==> config.mk <==
export PLATFORM = sky130hd
export DESIGN_NAME = hazard_scoreboard
export DESIGN_NICKNAME = d
export VERILOG_FILES = /design/src/rtl/hazard_scoreboard.sv
export SDC_FILE = /design/constraint.sdc
export NUM_CORES = 1
export LEC_CHECK = 0
export ABC_AREA = 1
export BUFFER_PORTS_ARGS = -buffer_cell sky130_fd_sc_hd__buf_2
export CORE_MARGIN = 3
export CORE_UTILIZATION = 47
export DETAILED_ROUTE_END_ITERATION = 8
export HOLD_SLACK_MARGIN = 0.03
export PLACE_DENSITY_LB_ADDON = 0.1
export SLEW_MARGIN = 20
export SYNTH_ARGS = -nofsm -noshare
export SYNTH_HDL_FRONTEND = slang
export SYNTH_SLANG_ARGS = --single-unit
==> constraint.sdc <==
create_clock -name clk -period 1.5 [get_ports clk]
set_input_delay 0.15 -clock clk [delete_from_list [all_inputs] [get_ports clk]]
set_output_delay 0.15 -clock clk [all_outputs]
set_load 0.02 [all_outputs]
==> src/rtl/hazard_scoreboard.sv <==
// Hazard scoreboard: tracks in-flight destination/Tnew for E/M/W and raises the D-stage stall.
// Optional MDU busy-time interlock is compiled in when MDU_STALL_EN is defined.
module hazard_scoreboard #(
    parameter int MULT_CYCLES = 5,
    parameter int DIV_CYCLES  = 10,
    parameter int CNT_W       = 4
) (
    input  logic       clk,
    input  logic       reset_n,
    input  logic       d_valid,
    input  logic [4:0] d_rs,
    input  logic [4:0] d_rt,
    input  logic [1:0] d_tuse_rs,
    input  logic [1:0] d_tuse_rt,
    input  logic [4:0] d_a3,
    input  logic [1:0] d_tnew,
    input  logic       d_md_start,
    input  logic       d_md_div,
    input  logic       d_md_use,
    input  logic       pipe_flush,
    output logic       stall,
    output logic       flush_e,
    output logic [4:0] e_a3,
    output logic [4:0] m_a3,
    output logic [4:0] w_a3,
    output logic       e_rdy,
    output logic       m_rdy,
    output logic       md_busy
);

    logic [4:0] e_a3_q, m_a3_q, w_a3_q;
    logic [1:0] e_tnew_q, m_tnew_q;
    logic [4:0] e_a3_d, m_a3_d, w_a3_d;
    logic [1:0] e_tnew_d, m_tnew_d;
    logic       md_stall;
    logic       accept;
    logic       any_hit;

    function automatic logic src_hit(input logic [4:0] x_a3, input logic [1:0] x_tnew,
                                     input logic [4:0] src, input logic [1:0] tuse);
        return (x_a3 == src) && (src != 5'd0) && (x_tnew > tuse);
    endfunction

    function automatic logic [1:0] dec_sat(input logic [1:0] t);
        return (t == 2'd0) ? 2'd0 : t - 2'd1;
    endfunction

    always_comb begin
        any_hit = src_hit(e_a3_q, e_tnew_q, d_rs, d_tuse_rs)
                | src_hit(m_a3_q, m_tnew_q, d_rs, d_tuse_rs)
                | src_hit(e_a3_q, e_tnew_q, d_rt, d_tuse_rt)
                | src_hit(m_a3_q, m_tnew_q, d_rt, d_tuse_rt);
    end

    assign stall   = d_valid & (any_hit | md_stall);
    assign flush_e = stall | pipe_flush;
    assign accept  = d_valid & ~stall & ~pipe_flush;

    always_comb begin
        e_a3_d   = accept ? d_a3   : 5'd0;
        e_tnew_d = accept ? d_tnew : 2'd0;
        m_a3_d   = pipe_flush ? 5'd0 : e_a3_q;
        m_tnew_d = pipe_flush ? 2'd0 : dec_sat(e_tnew_q);
        // W only needs the destination: its Tnew can never cause a stall.
        w_a3_d   = m_a3_q;
    end

    always_ff @(posedge clk or negedge reset_n) begin
        if (!reset_n) begin
            e_a3_q   <= 5'd0;
            m_a3_q   <= 5'd0;
            w_a3_q   <= 5'd0;
            e_tnew_q <= 2'd0;
            m_tnew_q <= 2'd0;
        end else begin
            e_a3_q   <= e_a3_d;
            m_a3_q   <= m_a3_d;
            w_a3_q   <= w_a3_d;
            e_tnew_q <= e_tnew_d;
            m_tnew_q <= m_tnew_d;
        end
    end

`ifdef MDU_STALL_EN
    logic [CNT_W-1:0] md_cnt_q, md_cnt_d;
    logic             e_md_q, e_md_d;

    always_comb begin
        md_cnt_d = md_cnt_q;
        if (accept && d_md_start)
            md_cnt_d = d_md_div ? CNT_W'(DIV_CYCLES) : CNT_W'(MULT_CYCLES);
        else if (md_cnt_q != '0)
            md_cnt_d = md_cnt_q - 1'b1;
        e_md_d = accept & d_md_start;
    end

    // A loaded counter survives pipe_flush; only the E flag is squashed with E.
    always_ff @(posedge clk or negedge reset_n) begin
        if (!reset_n) begin
            md_cnt_q <= '0;
            e_md_q   <= 1'b0;
        end else begin
            md_cnt_q <= md_cnt_d;
            e_md_q   <= e_md_d;
        end
    end

    assign md_busy  = (md_cnt_q != '0);
    assign md_stall = d_md_use & (md_busy | e_md_q);
`else
    logic md_unused;
    assign md_unused = ^{d_md_start, d_md_div, d_md_use, CNT_W'(MULT_CYCLES), CNT_W'(DIV_CYCLES)};
    assign md_busy   = 1'b0;
    assign md_stall  = 1'b0;
`endif

    assign e_a3  = e_a3_q;
    assign m_a3  = m_a3_q;
    assign w_a3  = w_a3_q;
    assign e_rdy = (e_tnew_q == 2'd0);
    assign m_rdy = (m_tnew_q == 2'd0);

endmodule

Yosys cells after proc, flatten, opt, wreduce, memory -nomap -nowiden --
Cells that the tools add are included.
Operators by class: add/sub/neg operators 1, order comparisons 4, equal/unequal tests 4, mux-type cells 5, bitwise operators 9, reductions and logical operators 12
Operators with widths (number):
- $eq 5x5->1 | 4
- $mux 5 | 2
- $reduce_bool 5->1 | 2
- $gt 2x2->1 | 4
- $logic_and 1x1->1 | 8
- $mux 2 | 3
- $logic_not 2->1 | 2
- $or 1x1->1 | 4
- $and 1x1->1 | 3
- $not 1->1 | 2
- $sub 2x1->2 const B | 1
Word-level totals: register bits after elaboration 19, input bits 28, output and inout bits 20, logic and storage cells 40

Depth between registers and ports, before layout --
depth in word-level cells 11, depth in mapped cells 11, mapped depth without buffers 11

Worst setup path before layout --
Ideal clock, no wire load.
kind register -> output, from register e_tnew_q[0], to output port flush_e, arrival time 1.339 ns, required time 1.350 ns, slack 0.011 ns, cell stages (with the launch flop) 12, buffers on the path 0, cells stage by stage dfrtp_1 > inv_1 > ha_1 > nand2_1 > o21ai_1 > nor2_1 > nand3_1 > nand2_1 > nand2_2 > nand2_1 > nand2_1 > nand2_1
Between the ends: cells in the longest elaborated chain, start to end 7, elaborated cells between the ends (all ways) 9, those cells by class order compare (2); bitwise (5); reduce/logical (2)
Ends and longest elaborated chain:
- start, declared | RTL line 32 | logic [1:0] e_tnew_q, m_tnew_q;
- start signal, assigned | RTL line 79 | e_tnew_q <= e_tnew_d;
- $gt 2x2->1 | RTL line 41 | return (x_a3 == src) && (src != 5'd0) && (x_tnew > tuse);
- $logic_and 1x1->1 | RTL line 41
- $or 1x1->1 | RTL line 50 | | src_hit(m_a3_q, m_tnew_q, d_rs, d_tuse_rs)
- $or 1x1->1 * | RTL line 51 | | src_hit(e_a3_q, e_tnew_q, d_rt, d_tuse_rt)
- $or 1x1->1 * | RTL line 52 | | src_hit(m_a3_q, m_tnew_q, d_rt, d_tuse_rt);
- $and 1x1->1 * | RTL line 55 | assign stall = d_valid & (any_hit | md_stall);
- $or 1x1->1 * | RTL line 56 | assign flush_e = stall | pipe_flush;
- end, declared | RTL line 22 | output logic flush_e,
Every way passes the cells marked *; elsewhere a longest branch is shown, timed or not.

Worst setup path in the final report --
Same ends and word-level chain as after synthesis.

==> flow_metrics.py <==
metrics = {
    "status": {
        "status": "finished with violations",
        "violations": "negative setup slack",
    },
    "critical_path": {
        "r2r_slack_ns": -0.16,
        "critical_path.startpoint": "e_tnew_q[0]",
        "r2r-start": "e_tnew_q[0]",
        "start_kind": "flop",
        "r2r_cells": 11,
        "path_max_fanout": 3,
        "r2r-end": "e_a3[2]",
        "worst_ep_required_time_ns": 1.35,
        "end_kind": "output pin",
        "critPathKind": "flop to output pin",
        "crit_arrival_ns": 1.91,
    },
    "logic_synthesis": {
        "synth_top_area_share_pct": 40.1,
        "synth_ff_type": "dfrtp_1",
        "synth_common_cells": "nand2_1 (47), inv_1 (34), nor2_1 (28)",
        "syn_avg_cell_area_um2": 7.06,
        "synth_seq_cells": 19,
        "synth_most_common_cell": "nand2_1",
        "synth_area_mm2": 0.00119,
        "ys_types": 18,
        "async_flop_share_pct": 100,
        "syn-instance-count": 168,
        "syn-num-nets": 204,
        "yosysTopAreaCell": "dfrtp_1",
        "synth-edff-count": 0,
        "ys_seq_area_share_pct": 40.1,
        "synth.area.top_cells": "dfrtp_1 (40%), nand2_1 (15%), inv_1 (11%)",
        "ys_warn_count": 0,
    },
    "pwr": {
        "cellLeakagePower_uw": 0.000978,
        "peakVddDrop_uv": 623,
        "p_per_area_mw_per_mm2": 652,
    },
    "worst_hold_path": {
        "hold_start": "d_tnew[1]",
        "hold_path.class": "input port to flop",
        "hold_end": "e_tnew_q[1]",
        "min_delay_path_depth": 3,
    },
    "sta": {
        "clock_skew_ns": 0.00129,
        "hold_viol_final": 0,
        "fmax_ghz": 0.485,
        "rsz0062_at_grt": "yes",
        "fin_crit_sh_pct": 137,
        "final.min_clock_period_ns": 2.06,
        "slew_viol_final": 0,
        "setup_ws_ns": -0.560,
        "setup_viol_count_final": 9,
        "timing.hold.ws_ns": 0.0485,
    },
    "finish": {
        "stdcell_count": 251,
        "antenna_cells": 0,
        "syn2layout_area_growth_pct": 39.8,
        "drive_gt1_share_pct": 36.3,
        "postLayoutCoreUtil_pct": 72.2,
        "nNetsFinal": 260,
    },
    "routing": {
        "dr_total_vias": 1216,
        "totalWireLength_mm": 3.03,
        "via_per_inst": 4.84,
        "drt.antenna.violating_nets": 0,
        "drc": 0,
        "dr.first_iter.drc_count": 40,
        "dr.pass1.iters": 4,
        "post_drt_wl_per_cell_um": 12.1,
    },
    "global_route": {
        "grtUsageTotal_pct": 19.0,
        "overflow": 0,
        "antenna_found_initial": 0,
        "first_global_vias": 1128,
        "grt_max_degree": 20,
        "grt_pass1_wl_mm": 4.69,
    },
    "job": {
        "max_cap_violations": 0,
    },
    "clocking": {
        "root_buffer": "clkbuf_4",
        "clock_sinks": 19,
        "cts_tree": "yes",
        "htree_levels": 1,
        "clk_latency_ns": 0.30,
        "cts_buffers": 3,
        "cts.clk_slew.worst_paths_ns": 0.10,
        "cts_buffer_depth": 2,
    },
    "floorplanning": {
        "die-area_mm2": 0.00316,
        "initial_core_util_pct": 51.6,
        "coreArea_mm2": 0.00230,
        "die_y_um": 56.2,
        "die_w_um": 56.2,
        "num_rows": 17,
        "pin_count": 48,
    },
    "place": {
        "io_buffer_count": 43,
        "dp.final_hpwl_mm": 2.23,
        "detailedPlace.worstSlack_ns": -0.158,
        "place_inst": 241,
        "finalWeightedCongestion": 0.847,
    },
}
-- area by class of cell --
class / instances / area (um^2)
Fill cell: 176 / 639
Tap cell: 28 / 35.0
Multi-Input combinational cell: 111 / 667
Clock inverter: 1 / 5.00
Clock buffer: 3 / 22.5
Inverter: 36 / 135
Timing Repair Buffer: 53 / 315
Sequential cell: 19 / 478
-- sequential cells by signal, summed over array words and instances, names as in the netlist --
signal,cells
m_tnew_q,2
e_a3,5
e_tnew_q,2
w_a3,5
m_a3,5
-- cell families after synthesis --
group,synth area share (%)
simple gates,32.4
flops,40.1
xor+xnor,3.69
other cells,0.316
compound gates,2.11
buf+inv,13.0
fa+ha+maj,8.44
-- power by group --
part | total [uW] | leakage (uW) | switching [uW] | internal (uW)
registers | 544 | 0.000256 | 16.5 | 528
logic | 275 | 0.000704 | 159 | 115
clock network | 262 | 0.0000177 | 162 | 99.7
-- critical path, stage by stage, from the launching register on --
cell	delay, ns
dfrtp_1	0.40
inv_2	0.08
ha_1	0.23
nand2_1	0.08
o21ai_1	0.07
nor2_1	0.12
nand3_1	0.10
nand2_1	0.10
nand2_2	0.06
nand2_1	0.08
nand2_1	0.08
nand2_1	0.09
buf_6	0.11
-- stage by stage --
| stage | setup TNS (ns) | instance area (um^2) | power (uW) |
|---|---|---|---|
| 3_5_place_dp | -0.865 | 1450 | 782 |
| 4_1_cts | -1.72 | 1550 | 1060 |
| 2_1_floorplan | 0 | 1190 | 686 |
| 6_report | -2.18 | 1660 | 1080 |
| 5_1_grt | -2.83 | 1660 | 1150 |
| 3_3_place_gp | -0.348 | 1450 | 774 |
-- cells in the final DEF (no fill, tap or decap) --
cell            n
dlygate4sd3_1   4
ha_4            6
nand3_4         1
a21oi_2         2
dfrtp_1        17
o21ai_1         1
nand2_1        45
buf_2          40
a21oi_1         2
nor2_2          8
buf_4           7
xor2_1          5
nand3_1         8
inv_2           4
clkinv_2        1
nor3_1          3
dfrtp_2         2
nor2_1         21
nand2_2         4
inv_1          32
conb_1          1
nand3_2         1
nor4_1          1
clkbuf_4        3
buf_6           2
ha_1            2
-- routing by layer --
layer	part of all wire (%)	track usage [%]
met1	39	22.2
met2	52	32.9
met3	7.5	6.03
met4	1.6	6.10
met5	0	0
-- how the worst max path moves through the flow --
stage                    to
finish              flush_e
detailed placement  flush_e
global route        flush_e
CTS                 flush_e
floorplan           flush_e
global placement    flush_e
-- timing repair --
item | 4_1_cts | 5_1_grt
pin swaps | 0 | 11
buffers inserted | 0 | 2
hold endpoints to repair | 22 | 0
resized for setup | 7 | 20
hold buffers | 4 | 0
endpoints found under the setup margin | 9 | 9
No activity file was read; power rests on OpenSTA's default activity.
